### src/rtl/pipe_stage_latch.sv
// Parametrised pipeline stage register: 2-entry skid buffer with valid/ready, flush and NOP bubbles.
// Optional performance counters (stall_cycles, bubble_cycles) enabled by defining STAGE_PERF_CNT_EN.
module pipe_stage_latch #(
   parameter int unsigned DATA_W     = 32,
   parameter int unsigned NUM_FIELDS = 2,
   parameter int unsigned IR_W       = 32,
   parameter int unsigned FLAG_W     = 1,
   parameter logic [IR_W-1:0] NOP_IR = '0
) (
   input  logic                         clock,
   input  logic                         clr_n,
   input  logic                         in_valid,
   output logic                         in_ready,
   input  logic                         in_flush,
   input  logic [NUM_FIELDS*DATA_W-1:0] in_fields,
   input  logic [IR_W-1:0]              in_ir,
   input  logic [FLAG_W-1:0]            in_flags,
   output logic                         out_valid,
   input  logic                         out_ready,
   output logic [NUM_FIELDS*DATA_W-1:0] out_fields,
   output logic [IR_W-1:0]              out_ir,
   output logic [FLAG_W-1:0]            out_flags
`ifdef STAGE_PERF_CNT_EN
   ,
   output logic [31:0]                  stall_cycles,
   output logic [31:0]                  bubble_cycles
`endif
);

   localparam int unsigned FW = NUM_FIELDS * DATA_W;

   typedef struct packed {
      logic [FW-1:0]     fields;
      logic [IR_W-1:0]   ir;
      logic [FLAG_W-1:0] flags;
   } entry_t;

   typedef enum logic [1:0] {
      ST_EMPTY = 2'd0,
      ST_ONE   = 2'd1,
      ST_TWO   = 2'd2
   } state_t;

   state_t state_q, state_d;
   entry_t m_q, m_d;
   entry_t s_q, s_d;
   logic   in_ready_q, in_ready_d;
   entry_t in_entry;
   logic   in_fire;
   logic   out_fire;

   assign in_entry = '{fields: in_fields, ir: in_ir, flags: in_flags};
   assign in_fire  = in_valid & in_ready_q;
   assign out_valid = (state_q != ST_EMPTY);
   assign out_fire = out_valid & out_ready;

   always_comb begin
      state_d = state_q;
      m_d     = m_q;
      s_d     = s_q;
      if (in_flush) begin
         state_d = ST_EMPTY;
      end else begin
         unique case (state_q)
            ST_EMPTY: begin
               if (in_fire) begin
                  m_d     = in_entry;
                  state_d = ST_ONE;
               end
            end
            ST_ONE: begin
               if (in_fire && out_fire) begin
                  m_d = in_entry;
               end else if (out_fire) begin
                  state_d = ST_EMPTY;
               end else if (in_fire) begin
                  s_d     = in_entry;
                  state_d = ST_TWO;
               end
            end
            ST_TWO: begin
               // in_ready is low here, so only the drain path exists.
               if (out_fire) begin
                  m_d     = s_q;
                  state_d = ST_ONE;
               end
            end
            default: state_d = ST_EMPTY;
         endcase
      end
      in_ready_d = (state_d != ST_TWO);
   end

   always_ff @(posedge clock or negedge clr_n) begin
      if (!clr_n) begin
         state_q    <= ST_EMPTY;
         in_ready_q <= 1'b0;
         // NOTE: the two data entries are cleared on reset so nothing stale can ever leak past the output gating.
         m_q        <= '0;
         s_q        <= '0;
      end else begin
         // NOTE: non-blocking assignments so every flop samples the pre-edge values computed above.
         state_q    <= state_d;
         in_ready_q <= in_ready_d;
         m_q        <= m_d;
         s_q        <= s_d;
      end
   end

   assign in_ready   = in_ready_q;
   assign out_ir     = out_valid ? m_q.ir : NOP_IR;
   assign out_fields = out_valid ? m_q.fields : '0;
   assign out_flags  = out_valid ? m_q.flags : '0;

`ifdef STAGE_PERF_CNT_EN
   logic [31:0] stall_q, stall_d;
   logic [31:0] bubble_q, bubble_d;

   always_comb begin
      stall_d  = stall_q;
      bubble_d = bubble_q;
      if (out_valid && !out_ready && (stall_q != '1)) stall_d = stall_q + 32'd1;
      if (!out_valid && (bubble_q != '1)) bubble_d = bubble_q + 32'd1;
   end

   always_ff @(posedge clock or negedge clr_n) begin
      if (!clr_n) begin
         stall_q  <= '0;
         bubble_q <= '0;
      end else begin
         stall_q  <= stall_d;
         bubble_q <= bubble_d;
      end
   end

   assign stall_cycles  = stall_q;
   assign bubble_cycles = bubble_q;
`endif

endmodule

### config.mk
export PLATFORM = sky130hd
export DESIGN_NAME = pipe_stage_latch
export DESIGN_NICKNAME = d
export VERILOG_FILES = /design/src/rtl/pipe_stage_latch.sv
export SDC_FILE = /design/constraint.sdc
export NUM_CORES = 1
export LEC_CHECK = 0
export ABC_AREA = 0
export BUFFER_PORTS_ARGS = -buffer_cell sky130_fd_sc_hd__buf_2
export CORE_ASPECT_RATIO = 0.6
export CORE_UTILIZATION = 45
export CTS_CLUSTER_DIAMETER = 80
export DETAILED_ROUTE_END_ITERATION = 8
export GPL_TIMING_DRIVEN = 0
export PLACE_DENSITY = 0.76
export SKIP_CTS_REPAIR_TIMING = 1
export SYNTH_ARGS = -nofsm -noshare
export SYNTH_HDL_FRONTEND = slang
export SYNTH_SLANG_ARGS = --single-unit
### constraint.sdc
create_clock -name clock -period 2.1 [get_ports clock]
set_input_delay 0.42 -clock clock [delete_from_list [all_inputs] [get_ports clock]]
set_output_delay 0.42 -clock clock [all_outputs]
set_load 0.01 [all_outputs]
=== Word level (Yosys, flattened, before mapping) ===
Cells that the tools add are included.
W data, S select, Z words.

* Logic and storage cells: 39
* Register bits after elaboration: 197
* Input port bits: 102
* Output and inout port bits: 99

* Reductions and logical operators: 6
* Equal/unequal tests: 6
* Bitwise gates (word level): 5
* Muxes and demuxes: 14

{| class="wikitable"
|+ Operators with widths
! cell !! number
|-
| $mux W97 || 3
|-
| $pmux W97 S3 || 1
|-
| $mux W64 || 1
|-
| $mux W32 || 1
|-
| $mux W2 || 6
|-
| $reduce_and A5 Y1 || 2
|-
| $ne A2 B2 Y1 const B || 4
|-
| $pmux W2 S3 || 1
|-
| $not A1 Y1 || 3
|-
| $reduce_bool A3 Y1 || 1
|-
| $and A1 B1 Y1 || 2
|-
| $eq A2 B1 Y1 const B || 1
|-
| $eq A2 B2 Y1 const B || 1
|-
| $logic_not A2 Y1 || 1
|-
| $reduce_bool A2 Y1 || 1
|-
| $logic_and A1 B1 Y1 || 1
|-
| $mux W1 || 1
|}

=== Depth between registers and ports, before layout ===
Gate-level depths: netlist (run 1).

* Depth after elaboration: 7
* Gate-level depth with buffers: 7
* Depth with buffers taken out: 4

=== Worst setup path after synthesis (run 1) ===
Ideal clock, no wire load.

* Path type: register to output
* Start point: register state_q[1]
* End point: output port out_fields[34]
* Required time: 1,680 ps
* Setup slack: 315 ps
* Arrival time: 1,365 ps
* Stages on the path, launching flop included: 6
* Cell sequence: dfrtp_1 > or2_2 > clkbuf_1 > clkbuf_1 > clkbuf_1 > and2_1

* Cells in the longest elaborated chain, start to end: 2

{| class="wikitable"
|+ Ends and longest elaborated chain
! what !! line !! RTL
|-
| start, declared || 44 || <nowiki>state_t state_q, state_d;</nowiki>
|-
| start signal, assigned || 103 || <nowiki>state_q <= state_d;</nowiki>
|-
| $reduce_bool A2 Y1 || 54 || <nowiki>assign out_valid = (state_q != ST_EMPTY);</nowiki>
|-
| $mux W64 || 112 || <nowiki>assign out_fields = out_valid ? m_q.fields : '0;</nowiki>
|-
| end, declared || 20 || <nowiki>output logic [NUM_FIELDS*DATA_W-1:0] out_fields,</nowiki>
|}

No other way between the ends.

=== Worst setup path after layout (run 1) ===
* Start point: register state_q[1]
* End point: output port out_fields[35]

Same word-level chain as after synthesis.

==> implementation parameters, run 1 <==
Parameter                              Value

STA
  Period minus WS final    2.19 ns
  Final Setup Violations    95
  Final hold slack    -0.0203 ns
  Ratio of final minimum period to clock period    104%
  Normalized max-slew margin    48.0%
  Highest clock frequency the design can meet    between 400 and 500 MHz
  Setup repair after global routing missed its margin    yes
  Count of final max-slew check failures    0
  Final Skew    about 0.0074 ns
  Worst Tran Pin Value    between 0.7 and 0.8 ns
  Final hold vios    4
  Final Worst Setup Slack    -0.0935 ns

Critical path
  Setup crit end kind    output port
  CP max FO    8
  Reg2Reg Setup Slack    0.12 ns
  CP endpoint    out_fields[35]
  Worst r2r src    state_q[0]
  Number of cells on the worst reg-to-reg path    8
  Launching element of the worst setup path    state_q[1]
  Capturing point of the worst reg2reg path    m_q[91]
  Signal arrival time at the worst endpoint    1.77 ns
  Startpoint class of the critical path    flop
  Required time of the critical path    1.68 ns
  Critical path type    flop to output port

Die
  Die height    around 110 um
  I/O Pins    201
  Die outline area    roughly 20000 um^2
  Initial core utilization    a little under half
  Die Span X    around 180 um
  Placeable core region    around 19000 um^2
  Number of placement rows    39

Route
  Routed length per placed instance    16.9 um
  Routed wire length    about 21 mm
  Via-per-instance ratio    4.99
  Total vias in the final route    approximately 6300
  First-pass DRT Iterations    7
  Number of nets still failing antenna checks after routing    0
  DRC violation total after the first TritonRoute iteration    between 300 and 400
  Final routed DRC violation total    0

Status
  Status    finished with violations
  Violated checks    negative hold slack, negative setup slack

Global route
  Overflow left after global routing    0
  Initial antenna violation count    3
  Largest net degree at the start of global routing    103
  All-Layer GR Usage    between 20% and 30%
  Vias in the first global route    6451
  Global-route wire length before repair    between 30 and 40 mm

Placement
  Area after DPL    slightly above 10000 um^2
  HPWL reported at the end of detailed placement    around 15 mm
  Placer Congestion    0.770
  Port Buffer Count    200

Hold path
  Path class of the lowest-slack min-delay path    input pin to async pin

Yosys
  Share of flip-flops with an asynchronous set or reset    100%
  Primary flip-flop cell chosen by synthesis mapping    sky130_fd_sc_hd__dfrtp_1
  Net Count, Synth    approximately 850
  Most used standard cell by instance count after synthesis    sky130_fd_sc_hd__dfrtp_1
  Ys Warns    0
  Mapped Avg Cell Area    between 10 and 15 um^2
  Synthesized instance count    750
  Post-synthesis cell type with the largest combined area    sky130_fd_sc_hd__dfrtp_1
  Distinct cells, synth    25
  Post-synth EDFFs    0
  Register bit count reported by yosys    a little under 200
  Top cells by area in the synthesized netlist    sky130_fd_sc_hd__dfrtp_1 (56%), sky130_fd_sc_hd__mux2_2 (12%), sky130_fd_sc_hd__mux2i_1 (11%), sky130_fd_sc_hd__and2_1 (6.9%), sky130_fd_sc_hd__nand2_1 (4.2%)
  Sequential element share of the synthesized area    55.7%
  Top cells by instance count after synthesis    sky130_fd_sc_hd__dfrtp_1 (197), sky130_fd_sc_hd__nand2_1 (99), sky130_fd_sc_hd__mux2i_1 (98), sky130_fd_sc_hd__and2_1 (97), sky130_fd_sc_hd__mux2_2 (97)
  Post-synth design cell area    between 8000 and 9000 um^2
  Post-synth top area share    between 50% and 60%

Clock tree
  CTS tree    yes
  # clock sinks    slightly below 200
  Cts bufs inserted    17
  Clock latency of the later-clocked register in the worst-skew pair    0.43 ns
  Buffers from clock root to sink, at most    2
  CTS clock-pin slew for the worst setup and hold paths    ~0.070 ns
  Max H-tree Level    4
  CTS Root Cell    sky130_fd_sc_hd__clkbuf_16

Power and ir drop
  Leakage power figure    6.13 nW
  Pwr Density    about 940 nW/um^2
  Peak supply drop    between 0.5 and 0.6 mV

Layout
  Fraction of final layout cells with drive strength greater than 1    between 40% and 50%
  Sequential cell area in the final layout    a little under 5000 um^2
  Net count, final    ~1100
  Final instance area    11400 um^2
  Area used by multi-input combinational logic    around 3700 um^2
  Area added between synthesis and finish    28.2%
  Filler cells    about 1600

Run
  Maxcap violations    0
## cells in the final DEF, fill, tap and decap left out, types with 2 or more instances in the layout
master and instances:
sky130_fd_sc_hd__and2_1 59, sky130_fd_sc_hd__and2_4 38, sky130_fd_sc_hd__buf_1 3, sky130_fd_sc_hd__buf_2 186, sky130_fd_sc_hd__buf_4 9, sky130_fd_sc_hd__buf_6 52
sky130_fd_sc_hd__buf_8 3, sky130_fd_sc_hd__bufinv_16 2, sky130_fd_sc_hd__clkbuf_1 9, sky130_fd_sc_hd__clkbuf_16 18, sky130_fd_sc_hd__clkbuf_2 3, sky130_fd_sc_hd__clkbuf_8 6
sky130_fd_sc_hd__clkinv_4 2, sky130_fd_sc_hd__dfrtp_1 196, sky130_fd_sc_hd__diode_2 2, sky130_fd_sc_hd__mux2_2 97, sky130_fd_sc_hd__mux2i_1 98, sky130_fd_sc_hd__nand2_1 99
sky130_fd_sc_hd__o21ai_0 37, sky130_fd_sc_hd__o21ai_1 60
## state kept, by name, summed over array words and instances, names as in the netlist
signal / cells
in_ready: 1
m_q: 97
s_q: 97
state_q: 2
## cell type report
cell class              instances  area share (%)
clock inverters                 6           0.794
plain buffers                  52            3.11
inverters                       1          0.0331
flip-flops and latches        197            43.4
repair buffers                213            12.3
well taps                     266            2.93
clock buffers                  26            4.57
multi-input cells             499            32.8
diodes                          2          0.0441
## power breakdown
part / switching (W) / total (W) / leakage [nW] / internal (W)
clock: 0.00140 / 0.00335 / 0.297 / 0.00195
sequential: 0.000453 / 0.00518 / 2.43 / 0.00473
combinational: 0.000927 / 0.00210 / 3.40 / 0.00117
total: 0.00278 / 0.0106 / 6.13 / 0.00785
## kinds of logic (layout without fill, tap and decap cells)
logic type,Yosys count,in the layout,share of synthesized area (%)
simple gates,203,203,11.6
flops,197,197,55.7
mux,195,195,23.4
compound gates,101,101,5.88
buf+inv,54,298,3.43
other cells,0,2,0
## worst min path at each step
stage,start,endpoint,slack (ns),cells past startpoint
6_report,clr_n,m_q[72],-0.02,1
5_1_grt,clr_n,m_q[72],0.03,1
4_1_cts,clr_n,m_q[72],0.02,1
3_5_place_dp,m_q[80],m_q[80],0.46,2
3_3_place_gp,m_q[87],m_q[87],0.45,2
2_1_floorplan,clr_n,in_ready,0.12,0
## layer usage
metal | GRT usage (%) | wire length (um)
met2 | 31.7 | 9250
met3 | 6.87 | 1340
met4 | 5.50 | 214
met1 | 30.9 | 10600
met5 | 0 | 13
## worst max-delay path, stage by stage, from the launching register on
cell and delay (ns):
sky130_fd_sc_hd__dfrtp_2 0.44, sky130_fd_sc_hd__or2_4 0.32, sky130_fd_sc_hd__buf_12 0.17, sky130_fd_sc_hd__buf_6 0.12, sky130_fd_sc_hd__and2_1 0.15, sky130_fd_sc_hd__buf_2 0.14
## per-stage QoR
stage | power [W] | util, % | std cells | TNS [ns] | setup slack [ns]
2_1_floorplan | 0.00636 | - | 750 | 0 | 0.315
3_3_place_gp | 0.00698 | 53.3 | 1216 | -555.12 | -2.74
3_5_place_dp | 0.00711 | 53.5 | 1217 | -26.03 | -0.587
4_1_cts | 0.0105 | 56.7 | 1249 | -70.58 | -1.06
5_1_grt | 0.0112 | 59.3 | 1260 | -9.64 | -0.153
6_report | 0.0106 | 59.3 | 1262 | -3.55 | -0.0935
Note: power is estimated with default switching activity, not from simulation.
==> run 2: changes to the inputs <==
CTS_BUF_LIST = sky130_fd_sc_hd__clkbuf_16   (was not set)
==> implementation parameters, run 2 (synthesis results as in run 1) <==
Parameter                              Value

Global route
  Largest net degree at the start of global routing    about 100
  All-Layer GR Usage    between 20% and 30%
  Overflow left after global routing    0
  Vias in the first global route    6417
  Initial antenna violation count    3
  Global-route wire length before repair    approximately 34 mm

STA
  Normalized max-slew margin    between 40% and 50%
  Period minus WS final    between 2 and 2.5 ns
  Final hold vios    7
  Worst Tran Pin Value    0.759 ns
  Ratio of final minimum period to clock period    104%
  Count of final max-slew check failures    0
  Final Worst Setup Slack    -0.0880 ns
  Final Skew    about 0.0086 ns
  Final Setup Violations    95
  Final hold slack    -0.0247 ns
  Highest clock frequency the design can meet    ~460 MHz
  Setup repair after global routing missed its margin    yes

Layout
  Final instance area    around 11000 um^2
  Commonest cells after routing, fill and taps aside    sky130_fd_sc_hd__dfrtp_1 (196), sky130_fd_sc_hd__buf_2 (188), sky130_fd_sc_hd__nand2_1 (99)
  Filler cells    approximately 1600
  Registers with the highest flip-flop counts    m_q: 97 flops, s_q: 97 flops, state_q: 2 flops
  Area added between synthesis and finish    27.3%
  Final design utilization    slightly below 60%
  Fraction of final layout cells with drive strength greater than 1    approximately two fifths
  Net count, final    about 1100
  Commonest non-fill, non-tap cell in the layout    sky130_fd_sc_hd__dfrtp_1

Route
  Met2 Wirelength    around 9.2 mm
  First-pass DRT Iterations    4
  Number of nets still failing antenna checks after routing    0
  Top layer reached by signal wires    met5
  Final routed DRC violation total    0
  Via-per-instance ratio    around 5
  Total vias in the final route    6288
  Routed length per placed instance    around 17 um
  M1 WL    around 10 mm
  Met3 WL    1.44 mm
  DRC violation total after the first TritonRoute iteration    roughly 370
  Routed wire length    21.3 mm

Clock tree
  Cts bufs inserted    17
  Buffers from clock root to sink, at most    2
  CTS Root Cell    sky130_fd_sc_hd__clkbuf_16
  Max H-tree Level    4
  CTS tree    yes
  CTS clock-pin slew for the worst setup and hold paths    around 0.070 ns
  # clock sinks    ~200
  Clock latency of the later-clocked register in the worst-skew pair    approximately 0.44 ns

Critical path
  CP max FO    8
  Reg2Reg Setup Slack    about 0.13 ns
  Setup crit end kind    output port
  Worst r2r src    state_q[0]
  Signal arrival time at the worst endpoint    1.77 ns
  Critical path type    flop to output port
  Capturing point of the worst reg2reg path    m_q[91]
  Number of cells on the worst reg-to-reg path    8
  Required time of the critical path    approximately 1.7 ns
  Startpoint class of the critical path    flop

Power and ir drop
  Pwr Density    between 900 and 1000 nW/um^2
  Leakage power figure    a little over 6 nW
  Peak supply drop    between 0.5 and 0.6 mV

Hold path
  Path class of the lowest-slack min-delay path    input pin to async pin

Die
  Die outline area    between 20000 and 25000 um^2
  Die height    roughly 110 um
  Placeable core region    about 19000 um^2
  I/O Pins    between 200 and 250
  Die Span X    between 150 and 200 um
  Initial core utilization    a little under half
  Number of placement rows    39

Placement
  Placer Congestion    between 0.7 and 0.8
  Port Buffer Count    200
  Area after DPL    about 10000 um^2
  HPWL reported at the end of detailed placement    14.6 mm

Status
  Status    finished with violations
  Violated checks    negative hold slack, negative setup slack

Run
  Maxcap violations    0
-- run 2: changes by cell type in the layout (fill, tap and decap cells not counted), moves of 2 or more --
cell | before | now
sky130_fd_sc_hd__and2_1 | 59 | 63
sky130_fd_sc_hd__and2_4 | 38 | 34
sky130_fd_sc_hd__clkinv_1 | 0 | 6
sky130_fd_sc_hd__clkbuf_1 | 9 | 6
sky130_fd_sc_hd__inv_1 | 1 | 4
sky130_fd_sc_hd__buf_2 | 186 | 188
sky130_fd_sc_hd__buf_6 | 52 | 49
sky130_fd_sc_hd__clkbuf_8 | 6 | 0
-- run 2: final cells by class --
type | instances | area [um^2] | area share [%]
antenna | 3 | 7.51 | 0.0666
clock buffer | 17 | 425 | 3.77
inverter | 1 | 3.75 | 0.0333
sequential | 197 | 4930 | 43.7
multi-input combinational | 499 | 3710 | 32.9
tap | 266 | 333 | 2.95
buffer | 52 | 357 | 3.16
timing repair buffer | 213 | 1390 | 12.3
clock inverter | 15 | 124 | 1.10
-- run 2: routing by layer --
layer | global-route usage, % | vias up
met5 | 0 | -
met4 | 5.67 | 2
met3 | 6.87 | 20
met2 | 31.3 | 169
met1 | 31.2 | 3081
li1 | - | 3016
-- run 2: critical path: stages, from the launching register on --
cell	delay, ns
sky130_fd_sc_hd__dfrtp_2	0.44
sky130_fd_sc_hd__or2_4	0.32
sky130_fd_sc_hd__buf_12	0.17
sky130_fd_sc_hd__clkbuf_16	0.15
sky130_fd_sc_hd__and2_1	0.12
sky130_fd_sc_hd__buf_2	0.13
-- run 2: worst max-delay path by stage --
stage	startpoint	to	cells after the start
6_report	state_q[1]	out_fields[51]	5
5_1_grt	state_q[1]	out_fields[38]	5
4_1_cts	state_q[1]	out_fields[42]	6
3_5_place_dp	state_q[1]	out_fields[42]	6
3_3_place_gp	clr_n	s_q[20]	1
2_1_floorplan	state_q[1]	out_fields[34]	5
-- run 2: through the flow --
step	TNS (ns)	cells	power, W	setup WS (ns)
3_3_place_gp	-555.12	1216	0.00698	-2.74
3_5_place_dp	-26.03	1217	0.00711	-0.587
6_report	-3.54	1263	0.0104	-0.0880
2_1_floorplan	0	750	0.00636	0.315
4_1_cts	-70.71	1249	0.0102	-1.06
5_1_grt	-9.66	1260	0.0110	-0.155
-- run 2: where the power goes --
| group | leakage, nW | total (W) | switching [W] | internal [W] |
|---|---|---|---|---|
| registers | 2.43 | 0.00518 | 0.000451 | 0.00473 |
| clock network | 0.275 | 0.00311 | 0.00140 | 0.00172 |
| logic | 3.40 | 0.00209 | 0.000924 | 0.00117 |
